### config.mk
export PLATFORM = sky130hd
export DESIGN_NAME = pp_accum_seq
export DESIGN_NICKNAME = d
export VERILOG_FILES = /design/src/rtl/pp_accum_seq.sv
export SDC_FILE = /design/constraint.sdc
export NUM_CORES = 1
export LEC_CHECK = 0
export ABC_AREA = 1
export CAP_MARGIN = 20
export CORE_AREA = 2 2 85 87
export DETAILED_ROUTE_END_ITERATION = 8
export DIE_AREA = 0 0 87 89
export PLACE_DENSITY_LB_ADDON = 0.08
export SLEW_MARGIN = 20
export SYNTH_ARGS = -nofsm -noshare
export SYNTH_HDL_FRONTEND = slang
export SYNTH_SLANG_ARGS = --single-unit
### constraint.sdc
create_clock -name clk -period 3.7 [get_ports clk]
set_clock_uncertainty 0.2 [all_clocks]
set_input_delay 0.74 -clock clk [delete_from_list [all_inputs] [get_ports clk]]
set_output_delay 0.74 -clock clk [all_outputs]
set_load 0.01 [all_outputs]
### src/rtl/pp_accum_seq.sv
// Row-serial reducer for a WIDTH x WIDTH partial-product matrix (valid/ready in and out).
// Build option APPROX_LSB_EN: OR-compress the low APPROX_COLS product columns.
//
// state  | meaning
// -------+---------------------------------------------------------------
// S_IDLE | waiting for a matrix, pp_ready=1
// S_ACC  | adding one latched row per clock, row 0 first
// S_DONE | product presented, held until prod_ready
module pp_accum_seq #(
  parameter int WIDTH       = 6,
  parameter int APPROX_COLS = 4
) (
  input  logic                     clk,
  input  logic                     rst,
  input  logic [WIDTH*WIDTH-1:0]   pp_i,
  input  logic                     pp_valid,
  output logic                     pp_ready,
  output logic [2*WIDTH-1:0]       prod_o,
  output logic                     prod_valid,
  input  logic                     prod_ready,
  output logic                     busy
);

  localparam int PW = 2 * WIDTH;
  localparam int RW = $clog2(WIDTH + 1);

  typedef enum logic [1:0] {
    S_IDLE = 2'd0,
    S_ACC  = 2'd1,
    S_DONE = 2'd2
  } state_t;

  state_t                   state_q, state_d;
  logic [WIDTH*WIDTH-1:0]   mat_q;
  logic [PW-1:0]            acc_q;
  logic [PW-1:0]            prod_q;
  logic [RW-1:0]            row_q;
  logic [WIDTH-1:0]         row_bits;
  logic [PW-1:0]            row_shift;
  logic [PW-1:0]            acc_sum;
  logic                     last_row;

  assign row_bits  = mat_q[WIDTH*int'(row_q) +: WIDTH];
  assign row_shift = {{WIDTH{1'b0}}, row_bits} << row_q;
  assign last_row  = (row_q == RW'(WIDTH - 1));

`ifdef APPROX_LSB_EN
  // Low columns never carry into the upper field.
  assign acc_sum = {acc_q[PW-1:APPROX_COLS] + row_shift[PW-1:APPROX_COLS],
                    acc_q[APPROX_COLS-1:0] | row_shift[APPROX_COLS-1:0]};
`else
  assign acc_sum = acc_q + row_shift;
`endif

  always_comb begin
    state_d = state_q;
    case (state_q)
      S_IDLE: if (pp_valid)   state_d = S_ACC;
      S_ACC:  if (last_row)   state_d = S_DONE;
      S_DONE: if (prod_ready) state_d = S_IDLE;
      default:                state_d = S_IDLE;
    endcase
  end

  always_ff @(posedge clk) begin
    if (rst) begin
      state_q <= S_IDLE;
      mat_q   <= '0;
      acc_q   <= '0;
      prod_q  <= '0;
      row_q   <= '0;
    end else begin
      state_q <= state_d;
      case (state_q)
        S_IDLE: begin
          if (pp_valid) begin
            mat_q <= pp_i;
            acc_q <= '0;
            row_q <= '0;
          end
        end
        S_ACC: begin
          acc_q <= acc_sum;
          if (last_row) begin
            prod_q <= acc_sum;
            row_q  <= '0;
          end else begin
            row_q <= row_q + 1'b1;
          end
        end
        default: ;
      endcase
    end
  end

  // Handshake outputs depend on state only, so no path from prod_ready to pp_ready.
  assign pp_ready   = (state_q == S_IDLE);
  assign prod_valid = (state_q == S_DONE);
  assign busy       = (state_q != S_IDLE);
  assign prod_o     = prod_q;

endmodule
Yosys cells after proc, flatten, opt, wreduce, memory -nomap -nowiden
Index checks and enable logic that the tools add are counted. W data, S select, Z words.

$add $sub $neg: 2. Multiply operators: 1. Equality and inequality tests: 6. Shift-type cells: 2. Muxes and demuxes: 9. Reduce and logical (&&, ||, !) cells: 7.

Operator list (number): $shiftx A36 B7 Y6 (1); $pmux W12 S2 (1); $add A12 B12 Y12 (1); $mux W12 (1); $shl A6 B3 Y12 (1); $mux W2 (3); $mux W3 (2); $pmux W2 S3 (1); $pmux W3 S2 (1); $reduce_and A2 Y1 (3); $mul A2 B3 Y5 const A (1); $ne A2 B2 Y1 const B (2); $reduce_bool A2 Y1 (2); $add A3 B1 Y3 const B (1); $eq A3 B3 Y1 const B (1); $reduce_and A3 Y1 (1); $eq A2 B1 Y1 const B (1); $eq A2 B2 Y1 const B (1); $logic_not A2 Y1 (1); $ne A2 B1 Y1 const B (1).

Flip-flop bits (word level): 65. Output and inout bits: 15. Logic and storage cells: 32.

Longest topological paths before layout
Depth after elaboration: 5. Depth in mapped cells: 24. Mapped depth without buffers: 23.

Least setup slack after synthesis
OpenSTA, ideal clock, no wires.

Path kind: register to register. Start point: register row_q[0]. End point: register acc_q[8]. Arrival: 2.258 ns. Data required time: 3.368 ns. Setup slack: 1.110 ns. Stages on the path, launching flop included: 24. Clock period less this slack: 2.590 ns. Cell sequence: dfxtp_1 -> buf_6 -> buf_6 -> nand2_1 -> nand2_1 -> nand2_1 -> nand2_1 -> nand2_1 -> nand2_1 -> nand2_1 -> nor2_1 -> nand2_1 -> inv_1 -> ha_1 -> inv_1 -> fa_1 -> inv_1 -> nand3_1 -> nand3_1 -> nand2_1 -> nand2_1 -> nand2_1 -> nand3_1 -> a21oi_1.

Longest elaborated chain between the ends: 5.

RTL lines: start, declared (line 37) `logic [RW-1:0] row_q;`; start signal, assigned (line 88) `row_q <= row_q + 1'b1;`; $mul A2 B3 Y5 (line 43) `assign row_bits = mat_q[WIDTH*int'(row_q) +: WIDTH];`; $shiftx A36 B7 Y6 (line 43); $shl A6 B3 Y12 (*) (line 44) `assign row_shift = {{WIDTH{1'b0}}, row_bits} << row_q;`; $add A12 B12 Y12 (*) (line 52) `assign acc_sum = acc_q + row_shift;`; $pmux W12 S2 (*) (line 74) `case (state_q)`; end signal, assigned (line 83) `acc_q <= acc_sum;`; end, declared (line 35) `logic [PW-1:0] acc_q;`.

Every way passes the cells marked *; elsewhere a longest branch is shown, timed or not. A chain may end at the register's enable or synchronous reset.

Final worst setup path
Start point: register row_q[0]. End point: register prod_q[5], in the netlist prod_o[5].

Longest elaborated chain between the ends: 4. Elaborated cells between the ends (all ways): 6. Those cells by class: add/sub: 1; mul: 1; eq/ne: 1; shift: 2; reduce/logical: 1.

RTL lines: $mul A2 B3 Y5 (line 43); $shiftx A36 B7 Y6 (line 43); $shl A6 B3 Y12 (line 44); $add A12 B12 Y12 (line 52); end signal, assigned (line 85) `prod_q <= acc_sum;`; end, declared (line 36) `logic [PW-1:0] prod_q;`.

Parallel ways exist; a longest one is shown, timed or not.

==> flow_summary.toml <==
[timing]
worstMarginPinSlew_ns = 0.8953
fmaxAchievable_mhz = 306.7
final_min_period_over_clock_period = 0.8814
final_period_minus_worst_setup_slack_ns = 3.261
tns_ns = 0
rsz_0062_raised_after_global_routing = "false"
finalHoldViolations = 0
drv_slew = 0
hold_slack_ns = 0.2585
timing.final.setup_violations = 0
max-slew-margin-rel = 0.4025

[synth]
synth_cell_type_count = 31
async_reset_ff_frac = 0
syn_inst = 553
dominantRegCellSynth = "sky130_fd_sc_hd__dfxtp_1"
synthesis.yosys.warnings = 0
synth_area_sq_um = 3630
flops_latches_synth = 65
synth.avg_cell_area_sq_um = 6.564
synth-edff-count = 0
mappedNetlistNets = 605
yosysSeqAreaShare = 0.3585

[finish]
filler_cell_count = 651
final_cell_area_sq_um = 4312
final_layout_size_suffix_gt1_frac = 0.07846
antenna_cells_inserted = 0
nNetsFinal = 647
area_growth_syn_to_layout_pct = 18.79
instances_no_fill = 679

[setup_path]
worstSetupStartpointType = "flip-flop"
rr_endpoint = "prod_o[5]"
worstSetupStartpoint = "row_q[0]"
worst_ep_required_time_ns = 3.72
critical_path.n_buffers_inverters = 2
critical-path-top-delay-family = "simple AND/OR/NAND/NOR gates"
worst_path_most_repeated_cell = "sky130_fd_sc_hd__nand2_1"
ff2ff_setup_slack_ns = 0.44
worst_path_max_delay_cell = "sky130_fd_sc_hd__dfxtp_1"
cp_cell_sequence = "buf_4, nand2_1, nand2_1, nand2_1, nand2_1, nand2_1, nand3_1, nand2_1, nand2_1, nand2_1, nor2_1, ha_1, nand2_1, inv_1, nand2_1, nand3_1, or2_2, nand3_1, a21oi_1"
path_max_fanout = 15
rr_startpoint = "row_q[0]"
slowest_delay_ns = 0.61
critPathCaptureType = "flip-flop"
worst_ep_arrival_time_ns = 3.28
worst-path-stages = 19
worst_setup_endpoint = "prod_o[5]"
setup.worst_path.class = "flip-flop to flip-flop"
rr_worst_depth = 19

[power]
total_leakage_power_nw = 1.993
vdd.ir_drop.worst_mv = 0.2428
power_density_nw_per_um2 = 395.1
design_power_total_mw = 1.703

[clock_tree]
clock_sinks = 65
tritoncts = "done"
clk_root_buffer_cell = "sky130_fd_sc_hd__clkbuf_8"
postCtsHoldBufs = 0
post_cts.resized_instances = 0
clk_pin_slew_worst_paths_ns = 0.07
cts_buffers = 9
clk-insertion-delay-late_ns = 0.34
post_cts.repair.setup_buffers = 0
htreeDepth = 3
cts-root-to-sink-buffers = 2

[placed_design]
port_buffers = 54
detailed_place.area_sq_um = 4130
placed_cells = 664
globalplace.congestion = 1.024
hpwl_um = 6477

[run_status]
status = "finished clean"

[drt]
first_iter_violations = 306
dr_total_vias = 3554
wirelength_um = 8901
vias_per_cell = 5.234
wl_cell_um = 13.11
drt_first_pass_iters = 5
drt_drc_violations_left = 0
detail-route-antenna-nets = 0

[global_routing]
groute.layer.met2.usage = 0.3650
global_route.overflow_total = 0
antenna_found_initial = 0
global_route.usage.met3 = 0.04894
grt_start_max_net_pins = 51
global_route.usage.total = 0.2522
grt.busiest_layer = "met1"
grt_util_met1 = 0.3779
via_count_of_the_first_global_routing_pass = 3286
grt_first_pass_wirelength_um = 15320

[die]
design.core.area_sq_um = 6719
die_area_sq_um = 7743
floorplan.io_pins = 55
die_h_um = 89
die_x_um = 87
initial_utilization = 0.5402
site_row_count = 30

[run]
drv.max_cap_violation_count = 0

[worst_hold_path]
worst_hold_path_type = "flip-flop to flip-flop"
worst register-to-register path, cell delays in order (launching register included):
cell and delay (ns):
sky130_fd_sc_hd__dfxtp_1 0.61, sky130_fd_sc_hd__buf_4 0.29, sky130_fd_sc_hd__nand2_1 0.08, sky130_fd_sc_hd__nand2_1 0.07, sky130_fd_sc_hd__nand2_1 0.05, sky130_fd_sc_hd__nand2_1 0.07
sky130_fd_sc_hd__nand2_1 0.06, sky130_fd_sc_hd__nand3_1 0.09, sky130_fd_sc_hd__nand2_1 0.08, sky130_fd_sc_hd__nand2_1 0.09, sky130_fd_sc_hd__nand2_1 0.07, sky130_fd_sc_hd__nor2_1 0.15
sky130_fd_sc_hd__ha_1 0.32, sky130_fd_sc_hd__nand2_1 0.17, sky130_fd_sc_hd__inv_1 0.06, sky130_fd_sc_hd__nand2_1 0.08, sky130_fd_sc_hd__nand3_1 0.10, sky130_fd_sc_hd__or2_2 0.29
sky130_fd_sc_hd__nand3_1 0.14, sky130_fd_sc_hd__a21oi_1 0.08
cells by family (layout without fill, tap and decap cells):
logic type,after synthesis,after routing,share of synthesized area
flops,65,65,0.3585
compound gates,88,88,0.1317
simple gates,309,309,0.3630
xor+xnor,1,1,0.002413
buf+inv,78,124,0.1010
fa+ha+maj,12,12,0.04343
final cells by class:
type / count / area [sq um] / share of cell area
tap: 80 / 100.1 / 0.02322
timing repair buffer: 58 / 570.5 / 0.1323
clock inverter: 2 / 12.51 / 0.002902
inverter: 51 / 196.4 / 0.04556
clock buffer: 13 / 168.9 / 0.03918
multi-input combinational: 410 / 1962 / 0.4550
sequential: 65 / 1301 / 0.3018
how the worst min path moves through the flow:
stage	startpoint	to	slack [ns]	depth (start not counted)
6_report	mat_q[8]	mat_q[8]	0.26	2
2_1_floorplan	mat_q[0]	mat_q[0]	0.23	2
5_1_grt	mat_q[9]	mat_q[9]	0.28	2
3_5_place_dp	mat_q[9]	mat_q[9]	0.25	2
4_1_cts	mat_q[9]	mat_q[9]	0.26	2
3_3_place_gp	mat_q[4]	mat_q[4]	0.25	2
flip-flops by register name, indices dropped and copies added (netlist names):
| register | count |
|---|---|
| row_q | 3 |
| prod_o | 12 |
| mat_q | 36 |
| acc_q | 12 |
| state_q | 2 |
cells in the final DEF (no fill, tap or decap):
cell / synthesis / final
sky130_fd_sc_hd__o211ai_1: 4 / 4
sky130_fd_sc_hd__nand2_2: 2 / 2
sky130_fd_sc_hd__clkdlybuf4s50_1: 0 / 54
sky130_fd_sc_hd__inv_6: 1 / 1
sky130_fd_sc_hd__clkinvlp_4: 0 / 1
sky130_fd_sc_hd__o211ai_2: 3 / 3
sky130_fd_sc_hd__or2_2: 8 / 8
sky130_fd_sc_hd__o21ai_1: 4 / 4
sky130_fd_sc_hd__nand3_2: 2 / 2
sky130_fd_sc_hd__clkbuf_8: 0 / 12
sky130_fd_sc_hd__a21oi_1: 40 / 40
sky130_fd_sc_hd__nor3_2: 1 / 1
sky130_fd_sc_hd__a211oi_1: 2 / 2
sky130_fd_sc_hd__nor2_1: 74 / 74
sky130_fd_sc_hd__or2_1: 2 / 2
sky130_fd_sc_hd__nand3_1: 43 / 43
sky130_fd_sc_hd__clkbuf_1: 10 / 1
sky130_fd_sc_hd__o21ai_0: 35 / 35
sky130_fd_sc_hd__xnor2_1: 1 / 1
sky130_fd_sc_hd__clkinv_2: 0 / 1
sky130_fd_sc_hd__nor2_8: 1 / 1
sky130_fd_sc_hd__nand4_1: 3 / 3
sky130_fd_sc_hd__nand3b_1: 4 / 4
sky130_fd_sc_hd__nor2_2: 3 / 3
sky130_fd_sc_hd__dfxtp_1: 65 / 65
sky130_fd_sc_hd__buf_4: 4 / 4
sky130_fd_sc_hd__ha_1: 11 / 11
sky130_fd_sc_hd__inv_2: 7 / 7
sky130_fd_sc_hd__nor2_4: 1 / 1
sky130_fd_sc_hd__nor3_1: 1 / 1
sky130_fd_sc_hd__inv_1: 43 / 43
sky130_fd_sc_hd__nand2_1: 164 / 164
sky130_fd_sc_hd__fa_1: 1 / 1
power by group:
part / internal [mW] / leakage, nW / switching [mW]
Sequential: 0.742 / 0.533 / 0.0254
Clock: 0.294 / 0.0915 / 0.278
Combinational: 0.148 / 1.37 / 0.217
Total: 1.18 / 1.99 / 0.520
cells in the mapped netlist (7+ instances only):
| cell | n | area (sq um) |
|---|---|---|
| sky130_fd_sc_hd__inv_1 | 43 | 161.4 |
| sky130_fd_sc_hd__dfxtp_1 | 65 | 1301 |
| sky130_fd_sc_hd__clkbuf_1 | 10 | 37.54 |
| sky130_fd_sc_hd__or2_2 | 8 | 50.05 |
| sky130_fd_sc_hd__a21oi_1 | 40 | 200.2 |
| sky130_fd_sc_hd__buf_2 | 7 | 35.03 |
| sky130_fd_sc_hd__nand2_1 | 164 | 615.6 |
| sky130_fd_sc_hd__inv_2 | 7 | 26.28 |
| sky130_fd_sc_hd__o21ai_0 | 35 | 175.2 |
| sky130_fd_sc_hd__nor2_1 | 74 | 277.8 |
| sky130_fd_sc_hd__nand3_1 | 43 | 215.2 |
| sky130_fd_sc_hd__ha_1 | 11 | 137.6 |
per-stage QoR:
stage          setup slack [ns]    util
2_1_floorplan             1.110       -
3_3_place_gp             0.5325  0.6147
3_5_place_dp             0.5036  0.6147
4_1_cts                  0.4872  0.6417
5_1_grt                  0.1284  0.6417
6_report                 0.4390  0.6417
routing by layer:
| metal | vias up | routed length, um |
|---|---|---|
| met4 | 0 | 100 |
| li1 | 1840 | - |
| met3 | 9 | 429 |
| met5 | - | 0 |
| met2 | 93 | 3698 |
| met1 | 1612 | 4671 |
Power figures use the tool's default switching activity.
